--- src/rtl/uart_rx_controller_pkg.sv ---
// Shared UART receive-path types and constants.
// Frame: 1 start bit, UART_WORD_SIZE data bits LSB first, 1 stop bit, no parity.
package uart_rx_controller_pkg;

    typedef enum logic [1:0] {RX_IDLE, RX_START, RX_DATA, RX_STOP} rx_state_t;

    localparam int UART_WORD_SIZE = 8;

    // Counter width for a modulo-n counter; never narrower than one bit.
    function automatic int cnt_width(input int n);
        return (n > 1) ? $clog2(n) : 1;
    endfunction

endpackage

--- src/rtl/uart_rx_controller_if.sv ---
// Serial line in, received-word handshake out, towards the downstream receiver buffer.
// The master modport is the receive controller itself; slave is the line/buffer side.
interface uart_rx_controller_if
    import uart_rx_controller_pkg::*;
#(
    parameter int WORD_SIZE = UART_WORD_SIZE
);
    logic                 RxD;
    logic                 Flag;
    logic [WORD_SIZE-1:0] DataOut;
    logic                 SetFlag;
    logic                 FramingError;
    logic                 OverrunError;
    logic                 Busy;

    modport master (
        input  RxD, Flag,
        output DataOut, SetFlag, FramingError, OverrunError, Busy
    );

    modport slave (
        output RxD, Flag,
        input  DataOut, SetFlag, FramingError, OverrunError, Busy
    );
endinterface

--- src/rtl/uart_rx_controller_baud_tick.sv ---
// Oversample prescaler: one-cycle Tick every CLK_DIV clocks while enabled.
// Held at zero when disabled so the first tick lands CLK_DIV cycles after enable rises.
module uart_baud_tick
    import uart_rx_controller_pkg::*;
#(
    parameter int CLK_DIV = 27
) (
    input  logic Clock,
    input  logic ResetN,
    input  logic Enable,
    output logic Tick
);
    localparam int            CW   = cnt_width(CLK_DIV);
    localparam logic [CW-1:0] TERM = CW'(CLK_DIV - 1);

    logic [CW-1:0] r_count;

    always_ff @(posedge Clock) begin
        if (!ResetN || !Enable) begin
            r_count <= '0;
        end else if (r_count == TERM) begin
            r_count <= '0;
        end else begin
            r_count <= r_count + CW'(1);
        end
    end

    assign Tick = Enable && (r_count == TERM);

endmodule

--- src/rtl/uart_rx_controller.sv ---
// UART receive front end: synchronise RxD, find the start edge, sample each bit at
// its midpoint, assemble an LSB-first word, check the stop bit and pulse the result.
module uart_rx_controller
    import uart_rx_controller_pkg::*;
#(
    parameter int WORD_SIZE  = UART_WORD_SIZE,
    parameter int CLK_DIV    = 27,
    parameter int OVERSAMPLE = 16
) (
    input  logic                  Clock,
    input  logic                  ResetN,
    uart_rx_controller_if.master  bus
);
    localparam int            TW        = cnt_width(OVERSAMPLE);
    localparam int            BW        = cnt_width(WORD_SIZE);
    localparam logic [TW-1:0] HALF_LAST = TW'(OVERSAMPLE / 2 - 1);
    localparam logic [TW-1:0] FULL_LAST = TW'(OVERSAMPLE - 1);
    localparam logic [BW-1:0] BIT_LAST  = BW'(WORD_SIZE - 1);

    rx_state_t              r_state;
    rx_state_t              w_state_next;
    logic                   r_rx_meta;
    logic                   r_rx_sync;
    logic                   r_rx_prev;
    logic [TW-1:0]          r_tick_cnt;
    logic [BW-1:0]          r_bit_cnt;
    logic [WORD_SIZE-1:0]   r_shift;
    logic [WORD_SIZE-1:0]   r_data_out;
    logic                   r_set_flag;
    logic                   r_framing_err;
    logic                   r_overrun_err;
    logic                   w_tick;
    logic                   w_enable;
    logic                   w_tick_wrap;
    logic                   w_shift_en;
    logic                   w_accept;
    logic                   w_frame_err;

    assign w_enable = (r_state != RX_IDLE);

    uart_baud_tick #(.CLK_DIV(CLK_DIV)) u_baud_tick (
        .Clock  (Clock),
        .ResetN (ResetN),
        .Enable (w_enable),
        .Tick   (w_tick)
    );

    always_comb begin
        w_state_next = r_state;
        w_tick_wrap  = 1'b0;
        w_shift_en   = 1'b0;
        w_accept     = 1'b0;
        w_frame_err  = 1'b0;
        case (r_state)
            // Only a genuine 1->0 transition starts a frame, so a held-low line stays idle.
            RX_IDLE: begin
                if (r_rx_prev && !r_rx_sync) begin
                    w_state_next = RX_START;
                end
            end
            RX_START: begin
                if (w_tick && (r_tick_cnt == HALF_LAST)) begin
                    w_tick_wrap  = 1'b1;
                    w_state_next = r_rx_sync ? RX_IDLE : RX_DATA;
                end
            end
            RX_DATA: begin
                if (w_tick && (r_tick_cnt == FULL_LAST)) begin
                    w_tick_wrap = 1'b1;
                    w_shift_en  = 1'b1;
                    if (r_bit_cnt == BIT_LAST) begin
                        w_state_next = RX_STOP;
                    end
                end
            end
            RX_STOP: begin
                if (w_tick && (r_tick_cnt == FULL_LAST)) begin
                    w_tick_wrap  = 1'b1;
                    w_accept     = r_rx_sync;
                    w_frame_err  = !r_rx_sync;
                    w_state_next = RX_IDLE;
                end
            end
            default: w_state_next = RX_IDLE;
        endcase
    end

    always_ff @(posedge Clock) begin
        if (!ResetN) begin
            r_state       <= RX_IDLE;
            r_rx_meta     <= 1'b1;
            r_rx_sync     <= 1'b1;
            r_rx_prev     <= 1'b1;
            r_tick_cnt    <= '0;
            r_bit_cnt     <= '0;
            r_shift       <= '0;
            r_data_out    <= '0;
            r_set_flag    <= 1'b0;
            r_framing_err <= 1'b0;
            r_overrun_err <= 1'b0;
        end else begin
            r_state       <= w_state_next;
            r_rx_meta     <= bus.RxD;
            r_rx_sync     <= r_rx_meta;
            r_rx_prev     <= r_rx_sync;
            r_set_flag    <= w_accept;
            r_framing_err <= w_frame_err;
            // Overrun is reported but never blocks the load; the buffer gets overwritten.
            r_overrun_err <= w_accept && bus.Flag;
            if (w_accept) begin
                r_data_out <= r_shift;
            end
            if (w_shift_en) begin
                r_shift <= {r_rx_sync, r_shift[WORD_SIZE-1:1]};
            end
            if (r_state == RX_IDLE) begin
                r_tick_cnt <= '0;
                r_bit_cnt  <= '0;
            end else begin
                if (w_tick) begin
                    r_tick_cnt <= w_tick_wrap ? '0 : r_tick_cnt + TW'(1);
                end
                if (w_shift_en) begin
                    r_bit_cnt <= (r_bit_cnt == BIT_LAST) ? '0 : r_bit_cnt + BW'(1);
                end
            end
        end
    end

    assign bus.DataOut      = r_data_out;
    assign bus.SetFlag      = r_set_flag;
    assign bus.FramingError = r_framing_err;
    assign bus.OverrunError = r_overrun_err;
    assign bus.Busy         = (r_state != RX_IDLE);

endmodule

--- src/flat_wrapper.sv ---
// flat-port wrapper written by rule: the top's interface ports become plain ports
module uart_rx_controller_flat import uart_rx_controller_pkg::*;
#(
    parameter int WORD_SIZE  = UART_WORD_SIZE,
    parameter int CLK_DIV    = 27,
    parameter int OVERSAMPLE = 16
)
  (Clock, ResetN, bus_RxD, bus_Flag, bus_DataOut, bus_SetFlag, bus_FramingError, bus_OverrunError, bus_Busy);
  uart_rx_controller_if #(.WORD_SIZE(WORD_SIZE)) bus_i ();
  input  logic Clock;
  input  logic ResetN;
  input wire logic [$bits(bus_i.RxD)-1:0] bus_RxD;
  input wire logic [$bits(bus_i.Flag)-1:0] bus_Flag;
  output wire logic [$bits(bus_i.DataOut)-1:0] bus_DataOut;
  output wire logic [$bits(bus_i.SetFlag)-1:0] bus_SetFlag;
  output wire logic [$bits(bus_i.FramingError)-1:0] bus_FramingError;
  output wire logic [$bits(bus_i.OverrunError)-1:0] bus_OverrunError;
  output wire logic [$bits(bus_i.Busy)-1:0] bus_Busy;
  assign bus_i.RxD = bus_RxD;
  assign bus_i.Flag = bus_Flag;
  assign bus_DataOut = bus_i.DataOut;
  assign bus_SetFlag = bus_i.SetFlag;
  assign bus_FramingError = bus_i.FramingError;
  assign bus_OverrunError = bus_i.OverrunError;
  assign bus_Busy = bus_i.Busy;
  uart_rx_controller #(.WORD_SIZE(WORD_SIZE), .CLK_DIV(CLK_DIV), .OVERSAMPLE(OVERSAMPLE)) u_core (.Clock(Clock), .ResetN(ResetN), .bus(bus_i));
endmodule
--- config.mk ---
export PLATFORM = sky130hd
export DESIGN_NAME = uart_rx_controller_flat
export DESIGN_NICKNAME = d
export VERILOG_FILES = /design/src/rtl/uart_rx_controller_pkg.sv /design/src/rtl/uart_rx_controller_if.sv /design/src/rtl/uart_rx_controller_baud_tick.sv /design/src/rtl/uart_rx_controller.sv /design/src/flat_wrapper.sv
export SDC_FILE = /design/constraint.sdc
export NUM_CORES = 1
export LEC_CHECK = 0
export CORE_MARGIN = 5
export CORE_UTILIZATION = 41
export CTS_BUF_LIST = sky130_fd_sc_hd__clkbuf_4
export CTS_CLUSTER_SIZE = 12
export DETAILED_ROUTE_END_ITERATION = 10
export GPL_TIMING_DRIVEN = 0
export HOLD_SLACK_MARGIN = 0.02
export PLACE_DENSITY = 0.6
export SLEW_MARGIN = 25
export SYNTH_ARGS = -nofsm -noshare
export SYNTH_HDL_FRONTEND = slang
export SYNTH_HIERARCHICAL = 1
export SYNTH_SLANG_ARGS = --single-unit
--- constraint.sdc ---
create_clock -name Clock -period 2.79 [get_ports Clock]
set_input_delay 0.558 -clock Clock [delete_from_list [all_inputs] [get_ports Clock]]
set_output_delay 0.558 -clock Clock [all_outputs]
set_load 0.005 [all_outputs]
==> results of run 1 <==
[placed cells by master (no fill, tap or decap), drive strengths merged, types with 2 or more instances in the layout]
cell type	count
dfxtp	36
mux2i	12
buf	7
inv	2
and3	5
a21boi	8
xor2	4
nand4	2
nand2	17
nand3b	3
ha	5
nor3	3
and4	3
nor2	8
clkdlybuf4s50	15
clkbuf	8
o21ai	11
nand3	11
nand2b	3
[critical path, stage by stage (launching register included)]
cell and delay (ns):
dfxtp_1 0.37, buf_2 0.19, or2_2 0.30, clkdlybuf4s50_1 0.45
[logic make-up after synthesis]
family                   share of synthesized area (%)
buffers and inverters                             4.67
adder cells (fa/ha/maj)                           4.10
XOR/XNOR                                          2.87
AO/OA/AOI/OAI                                     11.3
multiplexers                                      7.87
flip-flops                                        47.2
AND/OR/NAND/NOR                                   22.0
[sequential cells by signal, indices dropped and copies added (netlist names), named ones only]
signal                      count
u_core/r_shift                  8
u_core/bus.OverrunError         1
u_core/r_rx_sync                1
u_core/bus.FramingError         1
u_core/r_tick_cnt               4
u_core/r_bit_cnt                3
u_core/r_rx_prev                1
u_core/u_baud_tick/r_count      5
u_core/r_state                  1
u_core/bus.DataOut              8
u_core/r_rx_meta                1
u_core/bus.SetFlag              1
[worst max path at each step]
stage | from | endpoint | slack [ns]
after floorplan | u_core/r_state[0] | u_core/r_state[0] | 0.99
after global placement | ResetN | u_core/r_shift[0] | 0.85
after detailed placement | ResetN | u_core/r_shift[6] | 0.80
after CTS | u_core/r_state[0] | bus_Busy | 0.56
after global routing | u_core/r_state[0] | bus_Busy | 0.50
final | u_core/r_state[0] | bus_Busy | 0.59
[cells in the mapped netlist]
cell type / instances / share of area, %
buf_6: 3 / 2.2
nand2b_1: 3 / 1.2
nand2_1: 16 / 3.9
a31oi_1: 1 / 0.41
and3_1: 5 / 2.0
buf_2: 3 / 0.98
a31o_4: 1 / 1.1
nor3_2: 1 / 0.66
or3b_1: 1 / 0.57
inv_1: 2 / 0.49
nor3_1: 2 / 0.66
clkbuf_1: 2 / 0.49
nor2_1: 5 / 1.2
o21ai_0: 9 / 3.0
nor2b_2: 1 / 0.57
and2_1: 1 / 0.41
xnor2_1: 1 / 0.57
nand4_1: 2 / 0.82
o21a_1: 1 / 0.49
o21ai_1: 2 / 0.66
xor2_1: 4 / 2.3
dfxtp_1: 36 / 47
nor3b_1: 1 / 0.49
or2_2: 1 / 0.41
nand3b_1: 3 / 1.5
buf_4: 1 / 0.49
a311o_1: 1 / 0.66
ha_1: 5 / 4.1
and4_1: 2 / 1.1
nor2_2: 3 / 1.2
or3_1: 1 / 0.41
o211ai_1: 1 / 0.49
mux2i_1: 12 / 7.9
nand2_2: 1 / 0.41
and4_2: 1 / 0.66
a21boi_1: 8 / 3.9
a21oi_2: 1 / 0.57
nand3_1: 11 / 3.6
[metal layers]
metal  track usage (%)  vias to the layer above
met5                 0                        -
met4              5.64                        0
met3              4.69                        6
met2              21.3                       12
met1              15.4                      538
li1                  -                      585
[where the power goes]
group | internal (W) | total, W | switching, W
clock network | 0.000102 | 0.000263 | 0.000160
registers | 0.000516 | 0.000519 | 0.00000284
logic | 0.0000129 | 0.0000259 | 0.0000130
[metrics by stage]
| step | power, W | hold WS (ns) | std cells | instance area [um2] | util (%) |
|---|---|---|---|---|---|
| CTS | 0.000826 | 0.437 | 225 | 1790 | 49.2 |
| finish | 0.000808 | 0.430 | 225 | 1790 | 49.2 |
| floorplan | 0.000546 | 0.386 | 155 | 1530 | - |
| global route | 0.000855 | 0.496 | 225 | 1790 | 49.2 |
| detailed placement | 0.000558 | 0.407 | 218 | 1740 | 47.8 |
| global placement | 0.000557 | 0.400 | 218 | 1740 | 47.8 |
[area by class of cell]
| class | count | area share, % |
|---|---|---|
| multi-input cells | 108 | 41.1 |
| flip-flops and latches | 36 | 40.3 |
| repair buffers | 15 | 8.40 |
| plain buffers | 9 | 3.57 |
| well taps | 48 | 3.36 |
| clock buffers | 6 | 2.52 |
| inverters | 2 | 0.420 |
| clock inverters | 1 | 0.280 |
==> impl_metrics.json, run 1 <==
{
  "core_um2": 3630,
  "clkLatencyLatePin_ns": 0.33,
  "grt_start_max_net_pins": 11,
  "dieArea_um2": 5040,
  "worst-setup-path-type": "flip-flop to output port",
  "antenna_found_initial": 0,
  "p_leak_nw": 0.640,
  "cts_tree": "built",
  "hold_start": "u_core/r_rx_meta",
  "worst_ep_arrival_time_ns": 1.65,
  "syn_to_final_growth_pct": 17.0,
  "cts_sinks": 36,
  "yosysUniqueCellTypes": 38,
  "cp_max_fo": 10,
  "drt_iter0_markers": 54,
  "tns_ns": 0,
  "ys_seq_area_share_pct": 47.2,
  "wl_met2_um": 1400,
  "place_congestion": 0.697,
  "holdPathStages": 1,
  "hold_viol_final": 0,
  "ctsHoldBuffers": 0,
  "detail_route.first_pass.iterations": 4,
  "powerDensity_nw_per_um2": 452,
  "dpl.hpwl_um": 2100,
  "worst_pin_slew_ns": 0.409,
  "cp-start-kind": "flip-flop",
  "rsz0062_at_grt": "no",
  "io_buffers": 15,
  "clock_path_buffers": 2,
  "drv_slew": 0,
  "root_buffer": "clkbuf_4",
  "hold_class": "flip-flop to flip-flop",
  "synth.ff_latch_count": 36,
  "wire_per_inst_um": 12.7,
  "grtUsageTotal_pct": 13.0,
  "syn_area_um2": 1530,
  "critPathCaptureType": "output port",
  "period_share_pct": 79.0,
  "ir_drop_v": 0.000196,
  "initial_core_util_pct": 42.0,
  "grt_overflow": 0,
  "dp_worst_setup_slack_ns": 0.803,
  "fmax_ghz": 0.454,
  "cts_setup_buffers": 0,
  "die_h_um": 71.0,
  "wl_met3_um": 101,
  "nets": 186,
  "die_w_um": 71.0,
  "ioPinCount": 16,
  "synth_nets": 164,
  "reg2reg_from": "u_core/r_state[0]",
  "drc": 0,
  "wl_um": 2860,
  "ant_nets": 0,
  "cts-buffers-inserted": 5,
  "viasPerCell": 5.07,
  "synth_area_per_cell_um2": 9.85,
  "holdPathEnd": "u_core/r_rx_sync",
  "drv_cap": 0,
  "multi_input_area_um2": 734,
  "drive_gt1_share_pct": 13.6,
  "grt_pass1_vias": 1131,
  "yosysWarnings": 6,
  "rr_worst_depth": 6,
  "drt-met1-wl_um": 1300,
  "rows": 22,
  "n_antenna_cell": 0,
  "path_clk_slew_ns": 0.10,
  "setup_violations": 0,
  "htreeDepth": 2,
  "reg2reg_slack_ns": 0.85,
  "ff_latch_area_um2": 721,
  "num_vias": 1141,
  "synthCells": 155,
  "worstPathRequired_ns": 2.23,
  "slew-limit-headroom_pct": 72.7,
  "r2r-end": "u_core/r_state[0]",
  "grt_pass1_wl_um": 5160,
  "fillers": 365,
  "worst_clock_skew_ns": 0.00619,
  "worst_slack_ns": 0.587,
  "top_layer_used": "met4",
  "post_cts_resized": 0,
  "status": "complete, no violations",
  "finalCriticalPeriod_ns": 2.20
}
Note: power is estimated with default switching activity, not from simulation.
==> run 2: changes to the inputs <==
Clock period 2.79 ns to 2.1 ns, I/O delays scaled along.
==> run 2 against run 1 <==
  * Flip-flop and latch count is the same
  * Largest power group unchanged
  * Largest cell class unchanged
  * Clock-buffer cell count did not move
  * Clock power up 34%
==> impl_metrics.json, run 2 (synthesized netlist as in run 1, its figures left out) <==
{
  "path_clk_slew_ns": 0.10,
  "wl_met2_um": 1380,
  "detail_route.first_pass.iterations": 4,
  "period_share_pct": 91.6,
  "post_cts_resized": 0,
  "rows": 22,
  "power.total_w": 0.00108,
  "netSwitchingPower_w": 0.000237,
  "worst_clock_skew_ns": 0.00584,
  "antenna_found_initial": 0,
  "clkLatencyLatePin_ns": 0.33,
  "ff_latch_area_um2": 724,
  "crit_path_frequent_cell": "and3_1",
  "tns_ns": 0,
  "drive_gt1_share_pct": 14.1,
  "hold_class": "flip-flop to flip-flop",
  "drv_slew": 0,
  "cts_sinks": 36,
  "cp_max_fo": 10,
  "root_buffer": "clkbuf_4",
  "hold_start": "u_core/r_rx_meta",
  "htreeDepth": 2,
  "rsz0062_at_grt": "no",
  "setup_violations": 0,
  "syn_to_final_growth_pct": 17.6,
  "p_leak_nw": 0.657,
  "dpl.hpwl_um": 2100,
  "reg2reg_from": "u_core/r_state[0]",
  "fin_area_um2": 1800,
  "io_buffers": 15,
  "slew-limit-headroom_pct": 72.6,
  "p_clk_share_pct": 32.8,
  "drc": 0,
  "layout_common_cells": "dfxtp_1 (35), nand2_1 (16), clkdlybuf4s50_1 (14), mux2i_1 (12), nand3_1 (11)",
  "ir_drop_v": 0.000264,
  "layout_commonest_cell": "dfxtp_1",
  "cts-buffers-inserted": 5,
  "p_int_w": 0.000839,
  "cp_slowest_cell": "dfxtp_4",
  "worst-setup-path-type": "flip-flop to flip-flop",
  "die_h_um": 71.0,
  "hold_viol_final": 0,
  "seq_power_share_pct": 64.0,
  "holdWs_ns": 0.440,
  "drt_iter0_markers": 52,
  "worstPathCellList": "clkbuf_4, or2_2, and4_2, and3_1, a311o_1, and3_1",
  "place_congestion": 0.697,
  "fillers": 364,
  "drt-met1-wl_um": 1310,
  "cts_setup_buffers": 0,
  "grtUsageTotal_pct": 13.0,
  "ctsHoldBuffers": 0,
  "ant_nets": 0,
  "grt_pass1_wl_um": 5160,
  "stdcell_count": 225,
  "die_w_um": 71.0,
  "netSwitchingFraction_pct": 22.1,
  "powerDensity_nw_per_um2": 600,
  "dieArea_um2": 5040,
  "critPathCaptureType": "flip-flop",
  "num_vias": 1131,
  "grt_overflow": 0,
  "worstPathRequired_ns": 2.34,
  "multi_input_area_um2": 734,
  "holdPathEnd": "u_core/r_rx_sync",
  "pwr-share-comb_pct": 3.2,
  "r2r-end": "u_core/r_state[0]",
  "holdPathStages": 1,
  "rr_worst_depth": 6,
  "n_antenna_cell": 0,
  "initial_core_util_pct": 42.0,
  "cpPeakStageDelay_ns": 0.37,
  "cts_tree": "built",
  "worst_ep_arrival_time_ns": 2.16,
  "worst_pin_slew_ns": 0.411,
  "grt_pass1_vias": 1131,
  "grt_start_max_net_pins": 11,
  "top_layer_used": "met4",
  "viasPerCell": 5.03,
  "placed_area_um2": 1740,
  "wire_per_inst_um": 12.8,
  "nets": 186,
  "wl_um": 2870,
  "ioPinCount": 16,
  "status": "complete, no violations",
  "wl_met3_um": 113,
  "fmax_ghz": 0.520,
  "cp-start-kind": "flip-flop",
  "dp_cells": 218,
  "reg2reg_slack_ns": 0.18,
  "drv_cap": 0,
  "core_um2": 3630,
  "clock_path_buffers": 2,
  "finalCriticalPeriod_ns": 1.92
}
run 2: layout make-up:
| class | instances | area share [%] |
|---|---|---|
| inverters | 2 | 0.418 |
| multi-input cells | 108 | 40.9 |
| clock buffers | 6 | 2.51 |
| clock inverters | 1 | 0.279 |
| well taps | 48 | 3.34 |
| plain buffers | 9 | 3.69 |
| flip-flops and latches | 36 | 40.3 |
| repair buffers | 15 | 8.50 |
run 2: worst max-delay path by stage:
stage                     slack, ns              start  depth (start not counted)                 to
after floorplan                0.30  u_core/r_state[0]                          6  u_core/r_state[0]
after global placement         0.19  u_core/r_state[0]                          6  u_core/r_state[0]
after detailed placement       0.18  u_core/r_state[0]                          6  u_core/r_state[0]
after CTS                     0.006  u_core/r_state[0]                          3           bus_Busy
after global routing           0.11  u_core/r_state[0]                          6  u_core/r_state[0]
final                          0.18  u_core/r_state[0]                          6  u_core/r_state[0]
run 2: metal layers:
| layer | vias to the layer above | GRT usage [%] |
|---|---|---|
| li1 | 585 | - |
| met1 | 526 | 15.4 |
| met2 | 14 | 21.3 |
| met3 | 6 | 4.69 |
| met4 | 0 | 5.64 |
| met5 | - | 0 |
run 2: power by group through the flow:
| stage | clock network (W) | logic [W] | registers [W] |
|---|---|---|---|
| 6_report | 0.000353 | 0.0000345 | 0.000689 |
| 5_1_grt | 0.000405 | 0.0000394 | 0.000691 |
| 4_1_cts | 0.000372 | 0.0000352 | 0.000690 |
| 3_5_place_dp | 0 | 0.0000350 | 0.000706 |
| 3_3_place_gp | 0 | 0.0000344 | 0.000706 |
| 2_1_floorplan | 0 | 0.0000207 | 0.000705 |
run 2: per-stage QoR:
| step | setup WS, ns | util (%) |
|---|---|---|
| floorplan | 0.298 | - |
| detailed placement | 0.182 | 47.8 |
| global route | 0.106 | 49.4 |
| CTS | 0.00630 | 49.2 |
| global placement | 0.194 | 47.8 |
| finish | 0.177 | 49.4 |
run 2: critical path, delay by kind of cell, from the launching register on:
| family | cells | cell delay, ns |
|---|---|---|
| DFF | 1 | 0.37 |
| and+or+nand+nor | 4 | 0.93 |
| AOI/OAI and AO/OA | 1 | 0.35 |
| buffers and inverters | 1 | 0.17 |
